File: config.mk
export PLATFORM = sky130hd
export DESIGN_NAME = ccd_cfg_serializer_flat
export DESIGN_NICKNAME = d
export VERILOG_FILES = /design/src/rtl/ccd_cfg_pkg.sv /design/src/rtl/ccd_cfg_serializer_if.sv /design/src/rtl/ccd_cfg_clkdiv.sv /design/src/rtl/ccd_cfg_serializer.sv /design/src/flat_wrapper.sv
export SDC_FILE = /design/constraint.sdc
export NUM_CORES = 1
export LEC_CHECK = 0
export CAP_MARGIN = 10
export CORE_UTILIZATION = 50
export DETAILED_ROUTE_END_ITERATION = 8
export GPL_ROUTABILITY_DRIVEN = 0
export PLACE_DENSITY_LB_ADDON = 0.15
export SLEW_MARGIN = 25
export SYNTH_ARGS = -nofsm -noshare
export SYNTH_HDL_FRONTEND = slang
export SYNTH_HIERARCHICAL = 1
export SYNTH_SLANG_ARGS = --single-unit
File: constraint.sdc
create_clock -name wb_clk_i -period 3.3 [get_ports wb_clk_i]
set_input_delay 0.495 -clock wb_clk_i [delete_from_list [all_inputs] [get_ports wb_clk_i]]
set_output_delay 0.495 -clock wb_clk_i [all_outputs]
set_load 0.1 [all_outputs]
File: src/rtl/ccd_cfg_pkg.sv
// Shared definitions for the CCD clock-generator serial configuration transmitter:
// register map, bit positions and frame sequencer states.
package ccd_cfg_pkg;

    localparam logic [1:0] REG_CTRL   = 2'd0;
    localparam logic [1:0] REG_FREQ   = 2'd1;
    localparam logic [1:0] REG_CLKDIV = 2'd2;
    localparam logic [1:0] REG_STATUS = 2'd3;

    localparam int CTRL_ENABLE_BIT   = 0;
    localparam int CTRL_START_BIT    = 1;
    localparam int STATUS_BUSY_BIT   = 0;
    localparam int STATUS_DONE_BIT   = 1;
    localparam int STATUS_FRAMES_LSB = 8;

    localparam int FRAME_LEN = 4;

    typedef enum logic [1:0] {
        ST_IDLE,
        ST_ARM,
        ST_SHIFT,
        ST_GAP
    } cfg_state_t;

endpackage

File: src/rtl/ccd_cfg_serializer_if.sv
// Wishbone slave bus bundle used by the configuration transmitter.
interface ccd_cfg_serializer_if;

    logic        wbs_stb_i;
    logic        wbs_cyc_i;
    logic        wbs_we_i;
    logic [3:0]  wbs_sel_i;
    logic [31:0] wbs_dat_i;
    logic [31:0] wbs_adr_i;
    logic        wbs_ack_o;
    logic [31:0] wbs_dat_o;

    modport master (
        output wbs_stb_i, wbs_cyc_i, wbs_we_i, wbs_sel_i, wbs_dat_i, wbs_adr_i,
        input  wbs_ack_o, wbs_dat_o
    );

    modport slave (
        input  wbs_stb_i, wbs_cyc_i, wbs_we_i, wbs_sel_i, wbs_dat_i, wbs_adr_i,
        output wbs_ack_o, wbs_dat_o
    );

endinterface

File: src/rtl/ccd_cfg_clkdiv.sv
// Free-running config-clock divider: toggles every div+1 cycles while enabled and
// flags the cycle in which the toggle flop will rise or fall.
module ccd_cfg_clkdiv (
    input  logic        clk,
    input  logic        rst_n,
    input  logic        enable,
    input  logic [15:0] div,
    output logic        cfg_clk,
    output logic        rise_pulse,
    output logic        fall_pulse
);

    logic [15:0] cnt;
    logic        reload;

    // Strobes mark the edge on which cfg_clk changes, so the sequencer updates in lockstep.
    assign reload     = enable && (cnt == 16'd0);
    assign rise_pulse = reload && !cfg_clk;
    assign fall_pulse = reload && cfg_clk;

    always_ff @(posedge clk or negedge rst_n) begin
        if (!rst_n) begin
            cnt     <= 16'd0;
            cfg_clk <= 1'b0;
        end else if (!enable) begin
            cnt     <= 16'd0;
            cfg_clk <= 1'b0;
        end else if (reload) begin
            cnt     <= div;
            cfg_clk <= ~cfg_clk;
        end else begin
            cnt <= cnt - 16'd1;
        end
    end

endmodule

File: src/rtl/ccd_cfg_serializer.sv
// Wishbone-programmable serial config transmitter: shifts a 4-bit frequency code MSB
// first to the CCD clock generator inside a 4-edge load window, then a latch gap.
module ccd_cfg_serializer
    import ccd_cfg_pkg::*;
#(
    parameter logic [31:0] BASE_ADDRESS = 32'h3000_0100,
    parameter logic [15:0] CLKDIV_DEF   = 16'd4,
    parameter int          GAP_EDGES    = 2
) (
    input  logic                 wb_clk_i,
    input  logic                 wb_rst_n_i,
    ccd_cfg_serializer_if.slave  bus,
    output logic                 o_cfg_clk,
    output logic                 o_cfg_enable,
    output logic                 o_cfg_data,
    output logic                 o_cfg_load,
    output logic                 o_busy
);

    logic        ctrl_enable;
    logic [3:0]  freq;
    logic [15:0] clkdiv;
    logic        done;
    logic [7:0]  frames;

    cfg_state_t  state;
    logic [3:0]  shift;
    logic [2:0]  bit_cnt;
    logic [7:0]  gap_cnt;
    logic        rise_pulse;
    logic        fall_pulse;

    logic        hit, req, wr;
    logic [1:0]  reg_sel;
    logic        lane0, lane1;
    logic        start_req, done_clr;
    logic [31:0] rdata;
    logic        unused_bits;

    assign hit       = (bus.wbs_adr_i[31:4] == BASE_ADDRESS[31:4]);
    assign req       = bus.wbs_stb_i && bus.wbs_cyc_i && hit && !bus.wbs_ack_o;
    assign wr        = req && bus.wbs_we_i;
    assign reg_sel   = bus.wbs_adr_i[3:2];
    assign lane0     = bus.wbs_sel_i[0];
    assign lane1     = bus.wbs_sel_i[1];
    assign start_req = wr && lane0 && (reg_sel == REG_CTRL) && bus.wbs_dat_i[CTRL_START_BIT];
    assign done_clr  = wr && lane0 && (reg_sel == REG_STATUS) && bus.wbs_dat_i[STATUS_DONE_BIT];
    assign unused_bits = ^{bus.wbs_dat_i[31:16], bus.wbs_adr_i[1:0], bus.wbs_sel_i[3:2]};

    assign o_cfg_enable = ctrl_enable;

    always_comb begin
        rdata = '0;
        case (reg_sel)
            REG_CTRL:   rdata[CTRL_ENABLE_BIT] = ctrl_enable;
            REG_FREQ:   rdata[3:0]             = freq;
            REG_CLKDIV: rdata[15:0]            = clkdiv;
            default: begin
                rdata[STATUS_BUSY_BIT]                        = o_busy;
                rdata[STATUS_DONE_BIT]                        = done;
                rdata[STATUS_FRAMES_LSB +: 8]                 = frames;
            end
        endcase
    end

    // The !ack term in req keeps a held strobe from producing back-to-back acks.
    always_ff @(posedge wb_clk_i or negedge wb_rst_n_i) begin
        if (!wb_rst_n_i) begin
            bus.wbs_ack_o <= 1'b0;
            bus.wbs_dat_o <= 32'd0;
            ctrl_enable   <= 1'b0;
            freq          <= 4'd0;
            clkdiv        <= CLKDIV_DEF;
        end else begin
            bus.wbs_ack_o <= req;
            if (req && !bus.wbs_we_i)
                bus.wbs_dat_o <= rdata;
            if (wr && lane0) begin
                case (reg_sel)
                    REG_CTRL:   ctrl_enable  <= bus.wbs_dat_i[CTRL_ENABLE_BIT];
                    REG_FREQ:   freq         <= bus.wbs_dat_i[3:0];
                    REG_CLKDIV: clkdiv[7:0]  <= bus.wbs_dat_i[7:0];
                    default: ;
                endcase
            end
            if (wr && lane1 && (reg_sel == REG_CLKDIV))
                clkdiv[15:8] <= bus.wbs_dat_i[15:8];
        end
    end

    ccd_cfg_clkdiv u_clkdiv (
        .clk        (wb_clk_i),
        .rst_n      (wb_rst_n_i),
        .enable     (ctrl_enable),
        .div        (clkdiv),
        .cfg_clk    (o_cfg_clk),
        .rise_pulse (rise_pulse),
        .fall_pulse (fall_pulse)
    );

    // Frame completion is assigned after the W1C so a coincident clear loses to the set.
    always_ff @(posedge wb_clk_i or negedge wb_rst_n_i) begin
        if (!wb_rst_n_i) begin
            state      <= ST_IDLE;
            shift      <= 4'd0;
            bit_cnt    <= 3'd0;
            gap_cnt    <= 8'd0;
            o_cfg_data <= 1'b0;
            o_cfg_load <= 1'b0;
            o_busy     <= 1'b0;
            done       <= 1'b0;
            frames     <= 8'd0;
        end else begin
            if (done_clr)
                done <= 1'b0;
            if (!ctrl_enable) begin
                state      <= ST_IDLE;
                o_busy     <= 1'b0;
                o_cfg_data <= 1'b0;
                o_cfg_load <= 1'b0;
            end else begin
                case (state)
                    ST_IDLE: if (start_req) begin
                        shift   <= freq;
                        bit_cnt <= 3'd0;
                        o_busy  <= 1'b1;
                        state   <= ST_ARM;
                    end
                    ST_ARM: if (fall_pulse) begin
                        o_cfg_data <= shift[3];
                        o_cfg_load <= 1'b1;
                        shift      <= {shift[2:0], 1'b0};
                        state      <= ST_SHIFT;
                    end
                    ST_SHIFT: begin
                        if (rise_pulse) begin
                            bit_cnt <= bit_cnt + 3'd1;
                        end else if (fall_pulse) begin
                            if (bit_cnt == 3'(FRAME_LEN)) begin
                                o_cfg_data <= 1'b0;
                                o_cfg_load <= 1'b0;
                                gap_cnt    <= 8'd0;
                                state      <= ST_GAP;
                            end else begin
                                o_cfg_data <= shift[3];
                                shift      <= {shift[2:0], 1'b0};
                            end
                        end
                    end
                    ST_GAP: if (rise_pulse) begin
                        if (gap_cnt == 8'(GAP_EDGES - 1)) begin
                            state  <= ST_IDLE;
                            o_busy <= 1'b0;
                            done   <= 1'b1;
                            frames <= frames + 8'd1;
                        end else begin
                            gap_cnt <= gap_cnt + 8'd1;
                        end
                    end
                    default: state <= ST_IDLE;
                endcase
            end
        end
    end

endmodule

File: src/flat_wrapper.sv
// flat-port wrapper written by rule: the top's interface ports become plain ports
module ccd_cfg_serializer_flat import ccd_cfg_pkg::*;
#(
    parameter logic [31:0] BASE_ADDRESS = 32'h3000_0100,
    parameter logic [15:0] CLKDIV_DEF   = 16'd4,
    parameter int          GAP_EDGES    = 2
)
  (wb_clk_i, wb_rst_n_i, o_cfg_clk, o_cfg_enable, o_cfg_data, o_cfg_load, o_busy, bus_wbs_stb_i, bus_wbs_cyc_i, bus_wbs_we_i, bus_wbs_sel_i, bus_wbs_dat_i, bus_wbs_adr_i, bus_wbs_ack_o, bus_wbs_dat_o);
  ccd_cfg_serializer_if bus_i ();
  input  logic wb_clk_i;
  input  logic wb_rst_n_i;
  output logic o_cfg_clk;
  output logic o_cfg_enable;
  output logic o_cfg_data;
  output logic o_cfg_load;
  output logic o_busy;
  input wire logic [$bits(bus_i.wbs_stb_i)-1:0] bus_wbs_stb_i;
  input wire logic [$bits(bus_i.wbs_cyc_i)-1:0] bus_wbs_cyc_i;
  input wire logic [$bits(bus_i.wbs_we_i)-1:0] bus_wbs_we_i;
  input wire logic [$bits(bus_i.wbs_sel_i)-1:0] bus_wbs_sel_i;
  input wire logic [$bits(bus_i.wbs_dat_i)-1:0] bus_wbs_dat_i;
  input wire logic [$bits(bus_i.wbs_adr_i)-1:0] bus_wbs_adr_i;
  output wire logic [$bits(bus_i.wbs_ack_o)-1:0] bus_wbs_ack_o;
  output wire logic [$bits(bus_i.wbs_dat_o)-1:0] bus_wbs_dat_o;
  assign bus_i.wbs_stb_i = bus_wbs_stb_i;
  assign bus_i.wbs_cyc_i = bus_wbs_cyc_i;
  assign bus_i.wbs_we_i = bus_wbs_we_i;
  assign bus_i.wbs_sel_i = bus_wbs_sel_i;
  assign bus_i.wbs_dat_i = bus_wbs_dat_i;
  assign bus_i.wbs_adr_i = bus_wbs_adr_i;
  assign bus_wbs_ack_o = bus_i.wbs_ack_o;
  assign bus_wbs_dat_o = bus_i.wbs_dat_o;
  ccd_cfg_serializer #(.BASE_ADDRESS(BASE_ADDRESS), .CLKDIV_DEF(CLKDIV_DEF), .GAP_EDGES(GAP_EDGES)) u_core (.wb_clk_i(wb_clk_i), .wb_rst_n_i(wb_rst_n_i), .bus(bus_i), .o_cfg_clk(o_cfg_clk), .o_cfg_enable(o_cfg_enable), .o_cfg_data(o_cfg_data), .o_cfg_load(o_cfg_load), .o_busy(o_busy));
endmodule
# Word level (Yosys, flattened, before mapping)
# Index checks and enable logic that the tools add are counted.
totals:
  register_bits: 84
  input_bits: 73
  output_inout_bits: 38
  wordCells: 141
op_classes:
  n_addsub: 4
  n_eq_ne: 28
  muxes: 55
  bitwise_logic: 1
  reduce_logical: 36
op_table:
  columns: ["cell", "n"]
  rows:
  - ["$mux 8", 5]
  - ["$mux 16", 2]
  - ["$pmux 8 s2", 2]
  - ["$eq 28x26->1 const B", 1]
  - ["$ne 3x3->1 const B", 9]
  - ["$mux 4", 6]
  - ["$mux 1", 21]
  - ["$reduce_and 7->1", 3]
  - ["$add 8x1->8 const B", 2]
  - ["$logic_not 16->1", 1]
  - ["$mux 2", 8]
  - ["$reduce_and 4->1", 4]
  - ["$sub 16x1->16 const B", 1]
  - ["$logic_and 1x1->1", 15]
  - ["$ne 2x1->1 const B", 6]
  - ["$pmux 4 s3", 1]
  - ["$eq 2x2->1 const B", 4]
  - ["$eq 8x1->1 const B", 1]
  - ["$ne 2x2->1 const B", 4]
  - ["$pmux 2 s4", 1]
  - ["$mux 3", 2]
  - ["$pmux 1 s2", 3]
  - ["$pmux 1 s3", 2]
  - ["$pmux 3 s2", 1]
  - ["12 further kinds", 19]

# Depth between registers and ports, before layout
depth:
  depth_word: 12
  ltp_mapped: 12
  ltp_nobuf: 10

# Cells and area by module
# Netlist, hierarchy kept.
by_module_without_submodules:
  columns: ["mod", "instances", "cells_each", "area_each_um2", "seq_area_each_um2"]
  rows:
  - ["ccd_cfg_serializer", 1, 336, 3549.7, 1677.9]
  - ["ccd_cfg_clkdiv", 1, 105, 988.4, 425.4]

# Worst setup path after synthesis
# OpenSTA, ideal clock, no wires.
synth_timing:
  kind: "reg2reg"
  start: "register u_core.ctrl_enable, in the netlist u_core/o_cfg_enable"
  end: "register u_core.gap_cnt[7]"
  setup_time_ps: 79
  t_arrival_ps: 3001
  t_required_ps: 3221
  slack_ps: 220
  stages_incl_launch_ff: 10
  path_buffers: 2
  synth_period_minus_slack_ps: 3080
  path_cell_list: "dfrtp_1 > clkbuf_1 > inv_1 > clkbuf_1 > nor3_1 > and2_1 > a21boi_0 > o21ai_2 > nor4_1 > mux2i_1"
synth_between:
  elab_chain_cells: 4
  word_cells_on_any_way: 7
  classes_between: "eq/ne: 3; reduce/logical: 4"
synth_lines:
  columns: ["item", "line_no", "rtl"]
  rows:
  - ["from (decl)", "ccd_cfg_serializer.sv:20", "logic ctrl_enable;"]
  - ["from (signal assigned)", "ccd_cfg_serializer.sv:80", "REG_CTRL: ctrl_enable <= bus.wbs_dat_i[CTRL_ENABLE_BIT];"]
  - ["$logic_and 1x1->1 *", "ccd_cfg_clkdiv.sv:17", "assign reload = enable && (cnt == 16'd0);"]
  - ["$logic_and 1x1->1 *", "ccd_cfg_clkdiv.sv:18", "assign rise_pulse = reload && !cfg_clk;"]
  - ["via u_core.rise_pulse", "ccd_cfg_serializer.sv:30", "logic rise_pulse;"]
  - ["$ne 2x1->1 (no line) or $ne 2x2->1 (tied branches)", null, null]
  - ["$reduce_and 7->1 (no line) *", null, null]
  - ["to (signal assigned)", "ccd_cfg_serializer.sv:157", "gap_cnt <= gap_cnt + 8'd1;"]
  - ["to (decl)", "ccd_cfg_serializer.sv:29", "logic [7:0] gap_cnt;"]
# The timed path passes the listed nets; every way through them passes the cells marked *.
# A chain may end at the register's enable or synchronous reset.

# Worst setup path after layout
layout_timing:
  start: "register u_core.u_clkdiv.cnt[10]"
  end: "register u_core.gap_cnt[7]"
layout_between:
  elab_chain_cells: 5
  word_cells_on_any_way: 8
  classes_between: "eq/ne: 3; reduce/logical: 5"
layout_lines:
  columns: ["item", "line_no", "rtl"]
  rows:
  - ["from (decl)", "ccd_cfg_clkdiv.sv:13", "logic [15:0] cnt;"]
  - ["from (signal assigned)", "ccd_cfg_clkdiv.sv:29", "cnt <= div;"]
  - ["from (signal assigned)", "ccd_cfg_clkdiv.sv:32", "cnt <= cnt - 16'd1;"]
  - ["$logic_not 16->1", "ccd_cfg_clkdiv.sv:17", null]
  - ["$logic_and 1x1->1", "ccd_cfg_clkdiv.sv:17", null]
  - ["$logic_and 1x1->1", "ccd_cfg_clkdiv.sv:19", "assign fall_pulse = reload && cfg_clk;"]
  - ["via u_core.fall_pulse", "ccd_cfg_serializer.sv:31", "logic fall_pulse;"]
  - ["$ne 2x1->1 (no line)", null, null]
  - ["$reduce_and 7->1 (no line)", null, null]
# The timed path passes the listed nets, and every way through them passes these cells.

==> metrics <==
MaxCap Viol Count 0; Synth Area in Compound Gates 12.82%; first-pass GRT wire length 17.15 mm; hold_ws 0.1635 ns; crit path kind flop to flop; Crit. End Element flop; Max Clock Freq 342.8 MHz; fin util 62.89%; Post-Syn Area 4538 um2; Worst EP arrival 3.19 ns; chip height 97.27 um; Slew headroom 34.54%; dpl hpwl 7.047 mm; mux cell area share after synthesis 7.527%; commonest cells after routing, fill and taps aside dfrtp_1 (83), clkdlybuf4s50_1 (70), nor2_1 (29); Post-Syn Instances 441; sequential share of power 53.3%; family with the most delay on the worst path simple AND/OR/NAND/NOR gates; XOR/XNOR share of the synthesized area 3.667%; I/O Buffers 74; Hold Fails Final Rpt 0; sw power 0.0005479 W; Area growth, synth to finish 21.45%; Post-Synth Simple-Gate Area 18.78%; buffers and inverters on the worst path 0; Routed WL 10.07 mm; FF-to-FF path depth 8; Worst Hold Class input pin to async pin; #FFs+latches synth 84; Worst-path clk slew 0.10 ns; Reg2Reg Launch Point u_core/u_clkdiv/cnt[10]; VDD IR max 0.2081 mV; crit path cell chain nor4_4 -> nand4_1 -> nor3_1 -> nand4b_1 -> a21oi_1 -> o21ai_2 -> nor4_1 -> mux2i_1; FF-to-FF End u_core/gap_cnt[7]; combinational share of power 9.5%; largest family of logic cells by synthesized area simple AND/OR/NAND/NOR gates; most common cell after layout, fill and taps aside dfrtp_1; post-layout min period 2.917 ns; outcome finished clean; Tot Pwr 0.001928 W; I/O pin cnt 111; syn avg cell area 10.29 um2; YS warnings 6; ANT cells 0; CTS resizes 0; CTS sink count 84; Post-synth ARST share 100.0%; CTS root buffer clkbuf_8; final clock skew 0.01216 ns; Slew @ Worst Pin 0.9788 ns; crit-path max FO 15; Post-route DRC 0; slowest CP cell dfrtp_1; max-slew violations 0; Post-Synth Adder-Cell Area 4.687%; CTS tree done; Die Wd 97.27 um; vias in the first global route 3546; Post-synth EDFFs 0; hold-fix buffers at CTS 0; total global-route track usage 22.46%; most common flop cell mapped by yosys dfrtp_1; Req. time, crit path 3.58 ns; vias per inst 5.646; iteration count of the initial detailed-routing pass 5; grt ovf 0; RSZ-0062 raised after global routing no; Static Leak 2.502 nW; final setup fails 0; reg-to-reg slack, setup 0.38 ns; CTS Buf Count 9; nets 604; row count 34; htree depth 3; layout cell share with drive strength beyond 1 13.87%; clk buf depth 2; worst skew pair latency 0.36 ns; initial antenna violation count 0; Net Sw Frac 28.41%; largest net degree at the start of global routing 85; ANT nets after route 0; Setup Total Neg Slack 0 ns; Die Footprint 9461 um2; Wirelength per Cell 16.06 um; Setup crit start kind flop; Starting DRT DRC Count 131; # Post-CTS Setup Buffers 0; Int Pwr 0.001381 W; Vias 3540; Initial Utilization 51.78%; Tcrit/Tclk final 88.40%; part of the Yosys area used for sequential elements 46.35%; clock network fraction of design power 37.2%; pwr dens 349.9 nW/um2; Synth cell types 63; area of the core 8763 um2; slowest stage delay, CP 0.45 ns
-- cell usage after synthesis, types with 9 or more instances --
cell	count	area (um2)
nand3_1	21	105.1
mux2_2	24	270.3
dfrtp_1	83	2077
nand2_1	24	90.09
inv_1	20	75.07
ha_1	17	212.7
xnor2_1	13	113.9
buf_4	17	127.6
nor3_1	10	50.05
nor2_1	29	108.9
a21oi_1	26	130.1
clkbuf_1	10	37.54
a22oi_1	9	67.56
o21ai_0	26	130.1
-- layer usage --
| metal | GRT usage, % | share of wire [%] | vias to the layer above |
|---|---|---|---|
| met1 | 32.61 | 49 | 1711 |
| met2 | 34.45 | 46 | 109 |
| met4 | 6.222 | 1.3 | 0 |
| met3 | 4.388 | 3.6 | 12 |
| li1 | - | - | 1708 |
| met5 | 0 | 0 | - |
-- power groups by stage --
stage / Combinational (W) / Clock (W) / Sequential [W]
after CTS: 0.000184 / 0.000737 / 0.00103
after global routing: 0.000194 / 0.000780 / 0.00103
after detailed placement: 0.000184 / 0 / 0.00105
after floorplan: 0.000108 / 0 / 0.00105
final: 0.000183 / 0.000717 / 0.00103
after global placement: 0.000182 / 0 / 0.00105
-- logic make-up (layout without fill, tap and decap cells) --
kind of cell	Yosys count	after routing
flip-flops	84	84
other	1	16
buffers and inverters	55	118
AND/OR/NAND/NOR	144	144
adder cells (fa/ha/maj)	17	17
AO/OA/AOI/OAI	90	90
XOR/XNOR	19	19
multiplexers	31	31
-- registers in the layout, indices dropped and copies added, names as in the netlist, 2 cells and up --
name,cells
u_core/bus.wbs_dat_o,16
u_core/u_clkdiv/cnt,16
u_core/gap_cnt,8
u_core/bit_cnt,3
u_core/freq,4
u_core/frames,8
u_core/state,2
u_core/clkdiv,16
u_core/shift,4
-- worst max path at each step --
stage                                 start                 to  cells past startpoint
global placement    u_core/u_clkdiv/cnt[10]  u_core/gap_cnt[7]                      8
CTS                 u_core/u_clkdiv/cnt[10]  u_core/gap_cnt[7]                      8
floorplan               u_core/o_cfg_enable  u_core/gap_cnt[7]                      9
detailed placement  u_core/u_clkdiv/cnt[10]  u_core/gap_cnt[7]                      8
finish              u_core/u_clkdiv/cnt[10]  u_core/gap_cnt[7]                      8
global route        u_core/u_clkdiv/cnt[10]  u_core/gap_cnt[7]                      8
-- area by class of cell --
cell class / count / area, um2
clock buffer: 9 / 123.9
clock inverter: 7 / 63.81
fill: 711 / 3252
inverter: 21 / 78.83
multi-input combinational: 317 / 2220
sequential: 84 / 2103
tap: 108 / 135.1
timing repair buffer: 81 / 787.0
-- per-stage QoR --
| stage | cells | instance area [um2] | setup slack, ns |
|---|---|---|---|
| floorplan | 456 | 4594 | 0.2199 |
| global placement | 611 | 5320 | 0.4832 |
| detailed placement | 611 | 5324 | 0.4665 |
| CTS | 627 | 5512 | 0.4215 |
| global route | 627 | 5512 | 0.09476 |
| finish | 627 | 5512 | 0.3827 |
Note: power is estimated with default switching activity, not from simulation.
